File: src/rtl/memory_vr_pkg.sv
// memory_pkg: shared types and elaboration helpers for the memory_vr block.
//   state_t    - controller state (INIT clears the array, RUN serves requests)
//   RD_LAT_*   - legal bounds of the registered read latency
//   mem_clog2  - ceil(log2(v)) with a floor of 1, used to size counters/pointers
//   params_ok  - parameter-legality check evaluated at elaboration
package memory_pkg;

  typedef enum logic {
    INIT = 1'b0,
    RUN  = 1'b1
  } state_t;

  localparam int RD_LAT_MIN = 1;
  localparam int RD_LAT_MAX = 3;

  function automatic int mem_clog2(input int v);
    int r;
    r = 1;
    while ((1 << r) < v) r++;
    return r;
  endfunction

  function automatic bit params_ok(input int width, input int depth,
                                   input int addr_w, input int rd_lat);
    return (width > 0) && ((width % 8) == 0) && (depth > 0) &&
           (depth <= (1 << addr_w)) &&
           (rd_lat >= RD_LAT_MIN) && (rd_lat <= RD_LAT_MAX);
  endfunction

endpackage

File: src/rtl/memory_vr_rsp_fifo.sv
// mem_rsp_fifo: synchronous FIFO holding read responses until the consumer
// takes them. Any DEPTH >= 1 is allowed (pointers wrap explicitly).
//   clk, rst        - clock, synchronous active-high reset (control only)
//   i_push/i_push_data - write side; a push while full is ignored
//   i_pop           - read side; a pop while empty is ignored
//   o_pop_data      - head entry (meaningful only when o_count != 0)
//   o_count         - number of stored entries
module mem_rsp_fifo
  import memory_pkg::*;
#(
  parameter int  W     = 17,
  parameter int  DEPTH = 2,
  localparam int CW    = mem_clog2(DEPTH + 1)
) (
  input  logic          clk,
  input  logic          rst,
  input  logic          i_push,
  input  logic [W-1:0]  i_push_data,
  input  logic          i_pop,
  output logic [W-1:0]  o_pop_data,
  output logic [CW-1:0] o_count
);

  localparam int PW = mem_clog2(DEPTH);

  logic [W-1:0]  r_buf [DEPTH];
  logic [PW-1:0] r_wr_ptr;
  logic [PW-1:0] r_rd_ptr;
  logic [CW-1:0] r_count;
  logic          w_push_ok;
  logic          w_pop_ok;

  function automatic logic [PW-1:0] ptr_inc(input logic [PW-1:0] p);
    return (p == PW'(DEPTH - 1)) ? '0 : p + 1'b1;
  endfunction

  assign w_push_ok = i_push && (r_count != CW'(DEPTH));
  assign w_pop_ok  = i_pop && (r_count != '0);

  always_ff @(posedge clk) begin
    if (rst) begin
      r_wr_ptr <= '0;
      r_rd_ptr <= '0;
      r_count  <= '0;
    end else begin
      if (w_push_ok) r_wr_ptr <= ptr_inc(r_wr_ptr);
      if (w_pop_ok)  r_rd_ptr <= ptr_inc(r_rd_ptr);
      case ({w_push_ok, w_pop_ok})
        2'b10:   r_count <= r_count + 1'b1;
        2'b01:   r_count <= r_count - 1'b1;
        default: r_count <= r_count;
      endcase
    end
  end

  always_ff @(posedge clk) begin
    if (w_push_ok) r_buf[r_wr_ptr] <= i_push_data;
  end

  assign o_pop_data = r_buf[r_rd_ptr];
  assign o_count    = r_count;

endmodule

File: src/rtl/memory_vr.sv
// memory_vr: single-port synchronous memory with a valid/ready request port,
// byte write strobes and a credit-limited, RD_LAT-cycle read response path.
// After every reset the whole array is filled with INIT_VAL before any
// request is accepted.
//   clk, rst              - clock, synchronous active-high reset
//   valid/ready           - request handshake (ready depends on state only)
//   w_en, r_en            - request carries a write and/or a read
//   addr, w_data, w_strb  - word address, write data, byte enables
//   r_valid/r_ready       - response handshake
//   r_data, r_err         - response data; r_err flags addr >= DEPTH
//   init_done             - high once the clearing pass has finished
module memory_vr
  import memory_pkg::*;
#(
  parameter int               WIDTH      = 16,
  parameter int               DEPTH      = 128,
  parameter int               ADDR_WIDTH = 7,
  parameter int               RD_LAT     = 1,
  parameter logic [WIDTH-1:0] INIT_VAL   = '0
) (
  input  logic                  clk,
  input  logic                  rst,
  input  logic                  valid,
  output logic                  ready,
  input  logic                  w_en,
  input  logic                  r_en,
  input  logic [ADDR_WIDTH-1:0] addr,
  input  logic [WIDTH-1:0]      w_data,
  input  logic [WIDTH/8-1:0]    w_strb,
  output logic                  r_valid,
  input  logic                  r_ready,
  output logic [WIDTH-1:0]      r_data,
  output logic                  r_err,
  output logic                  init_done
);

  localparam int NB    = WIDTH / 8;
  localparam int CNT_W = mem_clog2(DEPTH);
  localparam int FCW   = mem_clog2(RD_LAT + 2);

  if (!params_ok(WIDTH, DEPTH, ADDR_WIDTH, RD_LAT)) begin : g_param_err
    $error("memory_vr: illegal parameter combination");
  end

  logic [WIDTH-1:0] mem [DEPTH];

  state_t           r_state;
  logic [CNT_W-1:0] r_init_cnt;
  logic             r_init_done;
  logic [FCW-1:0]   r_credits;

  logic             w_ready;
  logic             w_acc;
  logic             w_in_range;
  logic             w_rd_acc;
  logic             w_wr_acc;
  logic             w_pop;
  logic             w_rsp_valid;
  logic [WIDTH:0]   w_rd_word;
  logic             w_push;
  logic [WIDTH:0]   w_push_data;
  logic [WIDTH:0]   w_fifo_data;
  logic [FCW-1:0]   w_fifo_count;

  // Credits bound the reads in flight to what the response FIFO can hold,
  // so ready never needs to look at the request itself.
  assign w_ready    = (r_state == RUN) && (r_credits != '0);
  assign w_acc      = valid && w_ready && !rst;
  assign w_in_range = int'(addr) < DEPTH;
  assign w_rd_acc   = w_acc && r_en;
  assign w_wr_acc   = w_acc && w_en && w_in_range;
  assign w_pop      = w_rsp_valid && r_ready;
  // MSB carries the error flag; out-of-range reads return zero data.
  assign w_rd_word  = w_in_range ? {1'b0, mem[addr]} : {1'b1, {WIDTH{1'b0}}};

  always_ff @(posedge clk) begin
    if (rst) begin
      r_state     <= INIT;
      r_init_cnt  <= '0;
      r_init_done <= 1'b0;
    end else begin
      case (r_state)
        INIT: begin
          if (r_init_cnt == CNT_W'(DEPTH - 1)) begin
            r_state     <= RUN;
            r_init_done <= 1'b1;
          end else begin
            r_init_cnt <= r_init_cnt + 1'b1;
          end
        end
        RUN:     r_state <= RUN;
        default: r_state <= INIT;
      endcase
    end
  end

  // Array has no reset of its own; the INIT walk is the only clear.
  always_ff @(posedge clk) begin
    if (!rst && (r_state == INIT)) begin
      mem[r_init_cnt] <= INIT_VAL;
    end else if (w_wr_acc) begin
      for (int k = 0; k < NB; k++) begin
        if (w_strb[k]) mem[addr][k*8 +: 8] <= w_data[k*8 +: 8];
      end
    end
  end

  always_ff @(posedge clk) begin
    if (rst) begin
      r_credits <= FCW'(RD_LAT + 1);
    end else begin
      case ({w_rd_acc, w_pop})
        2'b10:   r_credits <= r_credits - 1'b1;
        2'b01:   r_credits <= r_credits + 1'b1;
        default: r_credits <= r_credits;
      endcase
    end
  end

  // The FIFO write is the last latency stage, so RD_LAT-1 registers precede it.
  if (RD_LAT == 1) begin : g_lat1
    assign w_push      = w_rd_acc;
    assign w_push_data = w_rd_word;
  end else begin : g_pipe
    logic [WIDTH:0] r_data_p [RD_LAT-1];
    logic           r_vld_p  [RD_LAT-1];

    // stage p0: array read captured at the accept edge
    always_ff @(posedge clk) begin
      if (rst) begin
        for (int i = 0; i < RD_LAT - 1; i++) r_vld_p[i] <= 1'b0;
      end else begin
        r_vld_p[0] <= w_rd_acc;
        for (int i = 1; i < RD_LAT - 1; i++) r_vld_p[i] <= r_vld_p[i-1];
      end
    end

    always_ff @(posedge clk) begin
      r_data_p[0] <= w_rd_word;
      for (int i = 1; i < RD_LAT - 1; i++) r_data_p[i] <= r_data_p[i-1];
    end

    assign w_push      = r_vld_p[RD_LAT-2];
    assign w_push_data = r_data_p[RD_LAT-2];
  end

  mem_rsp_fifo #(
    .W     (WIDTH + 1),
    .DEPTH (RD_LAT + 1)
  ) u_rsp_fifo (
    .clk         (clk),
    .rst         (rst),
    .i_push      (w_push),
    .i_push_data (w_push_data),
    .i_pop       (w_pop),
    .o_pop_data  (w_fifo_data),
    .o_count     (w_fifo_count)
  );

  assign w_rsp_valid = (w_fifo_count != '0);
  assign ready       = w_ready;
  assign r_valid     = w_rsp_valid;
  assign r_data      = w_rsp_valid ? w_fifo_data[WIDTH-1:0] : '0;
  assign r_err       = w_rsp_valid && w_fifo_data[WIDTH];
  assign init_done   = r_init_done;

endmodule

File: config.mk
export PLATFORM = sky130hd
export DESIGN_NAME = memory_vr
export DESIGN_NICKNAME = d
export VERILOG_FILES = /design/src/rtl/memory_vr_pkg.sv /design/src/rtl/memory_vr_rsp_fifo.sv /design/src/rtl/memory_vr.sv
export SDC_FILE = /design/constraint.sdc
export NUM_CORES = 2
export LEC_CHECK = 0
export ABC_AREA = 1
export BUFFER_PORTS_ARGS = -buffer_cell sky130_fd_sc_hd__buf_4
export CORE_MARGIN = 5
export CORE_UTILIZATION = 34
export CTS_BUF_LIST = sky130_fd_sc_hd__clkbuf_8
export CTS_CLUSTER_DIAMETER = 120
export CTS_CLUSTER_SIZE = 12
export DETAILED_ROUTE_END_ITERATION = 7
export GPL_TIMING_DRIVEN = 0
export HOLD_SLACK_MARGIN = 0.03
export PLACE_DENSITY_LB_ADDON = 0.12
export SLEW_MARGIN = 40
export SYNTH_ARGS = -nofsm -noshare
export SYNTH_HDL_FRONTEND = slang
export SYNTH_SLANG_ARGS = --single-unit
File: constraint.sdc
create_clock -name clk -period 7.9 [get_ports clk]
set_input_delay 1.185 -clock clk [delete_from_list [all_inputs] [get_ports clk]]
set_output_delay 1.185 -clock clk [all_outputs]
set_load 0.01 [all_outputs]
# Word-level counts from Yosys, hierarchy flattened
# Memory sizes are Yosys's and may differ from the RTL's. A register that Yosys moved wholly into a read port is not among the register bits.
# Index checks and enable logic that the tools add are counted.
dict set report totals {
  input_bits 31
  regBits 15
  elab_cells 66
  out_inout_bits 20
  memories 2
  ramBits 2080
}
dict set report classes {
  n_reduce_logical 18
  n_addsub 7
  n_mux 24
  eq_ne 6
  bitwise_logic 2
}
# memory words word_bits rd rd_clocked_by_memory_dff wr line
set mem_list {}
lappend mem_list {mem 128 16 1 0 1 memory_vr.sv:45} ;# logic [WIDTH-1:0] mem [DEPTH];
lappend mem_list {u_rsp_fifo.r_buf 2 16 1 1 1 memory_vr_rsp_fifo.sv:26} ;# logic [W-1:0] r_buf [DEPTH];
# operator count
set op_table {}
lappend op_table {{$mux W16} 2}
lappend op_table {{$mux W1} 17}
lappend op_table {{$reduce_or A16 Y1} 1}
lappend op_table {{$logic_and A1 B1 Y1} 9}
lappend op_table {{$pmux W2 S2} 2}
lappend op_table {{$reduce_bool A2 Y1} 4}
lappend op_table {{$add A7 B1 Y7 const B} 1}
lappend op_table {{$eq A7 B7 Y1 const B} 1}
lappend op_table {{$mux W7} 1}
lappend op_table {{$add A2 B1 Y2 const B} 2}
lappend op_table {{$eq A2 B1 Y1 const B} 2}
lappend op_table {{$eq A2 B2 Y1 const B} 2}
lappend op_table {{$reduce_and A2 Y1} 2}
lappend op_table {{$sub A2 B1 Y2 const B} 2}
lappend op_table {{$add A1 B1 Y1 const B} 2}
lappend op_table {{$mux W2} 1}
lappend op_table {{$ne A2 B2 Y1 const B} 1}
lappend op_table {{$not A1 Y1} 2}
lappend op_table {{$pmux W1 S2} 1}
lappend op_table {{$logic_and A1 B1 Y1 const B} 1}
lappend op_table {{$logic_not A1 Y1} 1}

# Longest topological paths before layout
dict set report depth {
  depth_word 10
  ltp_mapped 13
  mapped_depth_nobuf 10
}

# Hierarchy
# A second synthesis with hierarchy kept.
dict set report unflattened {
  cells_unflattened 7322
  hier_area_um2 85625.9
}
# module cells_per_inst area_each_um2 seq_area_each_um2 instances
set by_module_without_submodules {}
lappend by_module_without_submodules {memory_vr 7233 84109.4 61719.2 1}
lappend by_module_without_submodules {mem_rsp_fifo 89 1516.5 1121.1 1}

# Worst setup path after synthesis
# Ideal clock, no wire load.
dict set report synth_timing {
  path_kind {in2reg}
  startpoint {in rst}
  endpoint {mem mem[0][10] (data pin)}
  cell_stages 8
  slack_ps 1921
  setup_ps 798
  path_buffers 3
  arrival_time_ps 5181
  t_required_ps 7102
  path_cell_list {buf_2 nor2_4 nand4_4 nand2_4 buf_6 inv_1 clkbuf_1 nor2_1}
}
dict set report synth_via {
  elab_chain_len 8
  word_cells_on_any_way 12
  cone_classes {mux: 7; reduce/logical: 5}
}
# element line
set synth_lines {}
lappend synth_lines {{from (decl)} memory_vr.sv:22} ;# input logic rst,
lappend synth_lines {{$logic_not A1 Y1 *} {memory_vr.sv:68, memory_vr.sv:99}}
lappend synth_lines {{$logic_and A1 B1 Y1} memory_vr.sv:68} ;# assign w_acc = valid && w_ready && !rst;
lappend synth_lines {{$logic_and A1 B1 Y1} memory_vr.sv:71} ;# assign w_wr_acc = w_acc && w_en && w_in_range;
lappend synth_lines {{$mux W1} memory_vr.sv:101} ;# end else if (w_wr_acc) begin
lappend synth_lines {{$mux W1} memory_vr.sv:99} ;# if (!rst && (r_state == INIT)) begin
lappend synth_lines {{$mux W1 (not written as such)} memory_vr.sv:103} ;# if (w_strb[k]) mem[addr][k*8 +: 8] <= w_data[k*8 +: 8];
lappend synth_lines {{$reduce_or A16 Y1 (no line) *} --}
lappend synth_lines {{$mux W16 (no line) *} --}
lappend synth_lines {{to (decl)} memory_vr.sv:45}
# Mark *: on every way between the ends. The rest lies on a longest branch, timed or not.

==> results list <==
- Endpoint required time on the critical path: ~6700 ps
- The root buffer cell chosen for the clock tree is clkbuf_8.
- Placed wire-length estimate: ~270000 um
- Delay of the slowest cell on the worst path: about 520 ps
- Resize count post-CTS: 0
- The final max-slew violation count is 0.
* Clock skew after layout: about 69 ps
- TritonCTS built the clock tree.
* Vias after detailed routing: approximately 60000
* Final Hold Vio Count: 0
* Unrepaired setup endpoints after global routing: no
* Clk sink count: about 2100
- Clock Path Buffers: 3
* Number of buffers created by CTS: around 190
* Standard cell core area: between 200000 and 300000 um^2
- The first global-routing pass estimated about 500000 um of wire.
- Antenna violations before repair: 20
- Buffer and inverter count on the worst path: 4
- Y dimension of the die: between 500 and 600 um
- Summed over all layers, the routed wires come to ~370000 um.
- Broken down by cell family, the worst path's largest delay share belongs to buffers and inverters.
- Detailed router's first-iteration violation count: 7984
- Worst voltage drop across the vdd grid: between 0.15 and 0.2 mV
* Post-synthesis register bit count: approximately 2100
- Number of remaining DRC errors: 0
* YS warnings: 0
- FF-to-FF path depth: 11
* Maximum fanout along the worst path: 10
- Unique cell type count in the Yosys netlist: 31
- Entering global routing, the biggest net connects 33 pins.
- The count of buffers added on input and output ports is 43.
- Number of stages on the worst setup path: 6
* Ratio of total power to cell area: roughly 200 nW/um^2
- Arrival @ worst endpoint: 3530 ps
- Counting I/O delays and the setup requirement, the final critical path takes 4710 ps.
- Cell types with the largest area share after synthesis: edfxtp_1 (73%), nand3_1 (12%), nand2_1 (9.9%)
* Final core utilization: between 30% and 40%
- Vias per cell: about 5.6
- The largest individual stage delay along the critical path comes from the cell inv_1.
- The number of nets handed over by synthesis was 7335.
- From synthesis to final layout, the design area changed by 12.5%.
- STA classifies the critical path endpoint as a primary output.
* Cells after synthesis: around 7300
* Number of optimization iterations in the first detailed-route pass: 7
- Setup violators final: 0
- The number of setup buffers added after CTS is 0.
- Dividing the detail-routed wire length by the instance count gives 33.4 um.
- IO Pins: between 50 and 60
- The signal on the critical path passes through clkbuf_1 > inv_1 > clkbuf_2 > nand2_1 > a21oi_2 > buf_4.
* F_max: roughly 210 MHz
- In this run the remaining antenna-violating nets after routing total 0.
- Max-cap violations in this run came to 0.
- Sequential element share of the synthesized area: 73.6%
* Vias in the first global route: ~57000
* Worst-Margin Slew: slightly below 1000 ps
* Mapped cell area: approximately 85000 um^2
* Worst hold slack across all endpoints: approximately 450 ps
* Routability-driven placement congestion ratio: slightly below 1
* Dominant cell type by area after synthesis: edfxtp_1
- The clock tree synthesis step divided the H-tree into 4 levels.
* Type of the most critical hold path: primary input to register
* Yosys top cell area share: between 70% and 80%
- Measured along the x axis, the die boundary spans just over 500 um.
- Residual overflow from global routing: 0
- Relative max-transition margin: 35.0%
- Leakage power: approximately 0.035 uW
* Post-layout net count: 7688
- The clock reaches the later pin of the worst-skew pair after approximately 1100 ps.
- Across every metal layer, demand over resource in global routing totals 27.2%.
- STA classifies the critical path startpoint as a register.
- After clock tree synthesis, the clock-pin slew on the worst setup and hold paths is ~90 ps.
- The initialized floorplan defines around 180 standard-cell rows.
- Initial cell density of the core: 34.1%
- Worst setup path category: register to primary output
* Share of the clock period used by the worst path after layout: about three fifths
* Hold_buf cts: 0
* Layout cell share with drive strength beyond 1: around an eighth
- Status: complete, no violations
* Mean instance size in the synthesized netlist: between 10 and 15 um^2
* Cell depth of the worst min-delay path: 2
- Die footprint: approximately 260000 um^2
==> report_power, final <==
part / leakage [uW] / switching (uW) / internal [uW]
clock: 0.00152 / 3800 / 2260
sequential: 0.0235 / 5.00 / 12000
combinational: 0.0101 / 1270 / 302
==> cell usage after synthesis, drive strengths merged <==
cell type and instances:
nand2 2271, edfxtp 2080, nand3 2030, clkbuf 378, nor2 311, buf 117
inv 42, a21oi 29, dfxtp 16, o21ai 12, ha 3, nand3b 2
nand4 2, nor3b 2, clkinv 1, conb 1, nor3 1, o21bai 1
o22ai 1, xor2 1
==> sequential cells by signal (all words and copies together) (netlist names), named ones only <==
| signal | count |
|---|---|
| mem | 2048 |
| u_rsp_fifo.r_buf | 32 |
| r_init_cnt | 7 |
| r_credits | 2 |
| u_rsp_fifo.o_count | 2 |
| init_done | 1 |
| r_state | 1 |
| u_rsp_fifo.r_rd_ptr | 1 |
| u_rsp_fifo.r_wr_ptr | 1 |
==> cell usage in the layout (no fill, tap or decap), types with 2 or more instances in the layout <==
cell type	count
a21oi_1	27
buf_1	27
buf_12	8
buf_16	48
buf_2	76
buf_4	56
buf_6	7
buf_8	51
clkbuf_1	172
clkbuf_2	209
clkbuf_8	196
clkinv_8	2
clkinvlp_4	3
dfxtp_1	16
diode_2	4
edfxtp_1	2080
ha_1	3
inv_1	48
inv_2	4
inv_6	3
nand2_1	2260
nand2_2	10
nand3_1	2030
nand3b_1	2
nand4_4	2
nor2_1	60
nor2_2	210
nor2_4	41
nor3b_1	2
o21ai_0	11
==> routing by layer <==
layer	global-route usage [%]	vias up	part of all wire, %	wire length, um
met1	36.5	31100	40	149000
li1	-	26400	-	-
met3	6.37	600	9.6	35500
met5	0.219	-	0.027	100
met2	42.1	3272	45	165000
met4	12.3	8	5.2	19200
==> cell type report <==
class                   count  area, um^2
multi-input cells        4667       21100
inverters                  43         164
clock inverters            21         164
repair buffers            159        2650
clock buffers             196        2700
fillers                 24500      154000
plain buffers             495        2270
diodes                      4        10.0
flip-flops and latches   2096       62800
well taps                3348        4190
==> path summary, 6_finish.rpt <==
kind                        from             endpoint  slack [ps]
max reg2reg              r_state         mem[115][11]        3970
min reg2reg  u_rsp_fifo.r_rd_ptr  u_rsp_fifo.r_rd_ptr         470
max                     register           r_data[14]        3190
min                          rst              r_state         450
==> stage by stage <==
step	area, um^2	total power, uW	TNS [ps]	std cells	setup slack, ps
finish	96000	19700	0	11000	3190
global route	96000	20200	0	11000	3230
CTS	95900	19700	0	11000	3120
detailed placement	93000	13800	0	10800	2750
global placement	89800	13800	-6394810	10700	-5220
floorplan	85300	12900	0	7301	1920
==> kinds of logic (layout without fill, tap and decap cells) <==
| family | count (synthesis) | after routing | share of synthesized area [%] |
|---|---|---|---|
| AND/OR/NAND/NOR | 4619 | 4619 | 23.6 |
| flip-flops | 2096 | 2096 | 73.6 |
| buffers and inverters | 538 | 914 | 2.50 |
| AO/OA/AOI/OAI | 43 | 43 | 0.274 |
| adder cells (fa/ha/maj) | 3 | 3 | 0.0440 |
| other | 1 | 5 | 0.00439 |
| XOR/XNOR | 1 | 1 | 0.0103 |
No activity file was read; power rests on OpenSTA's default activity.
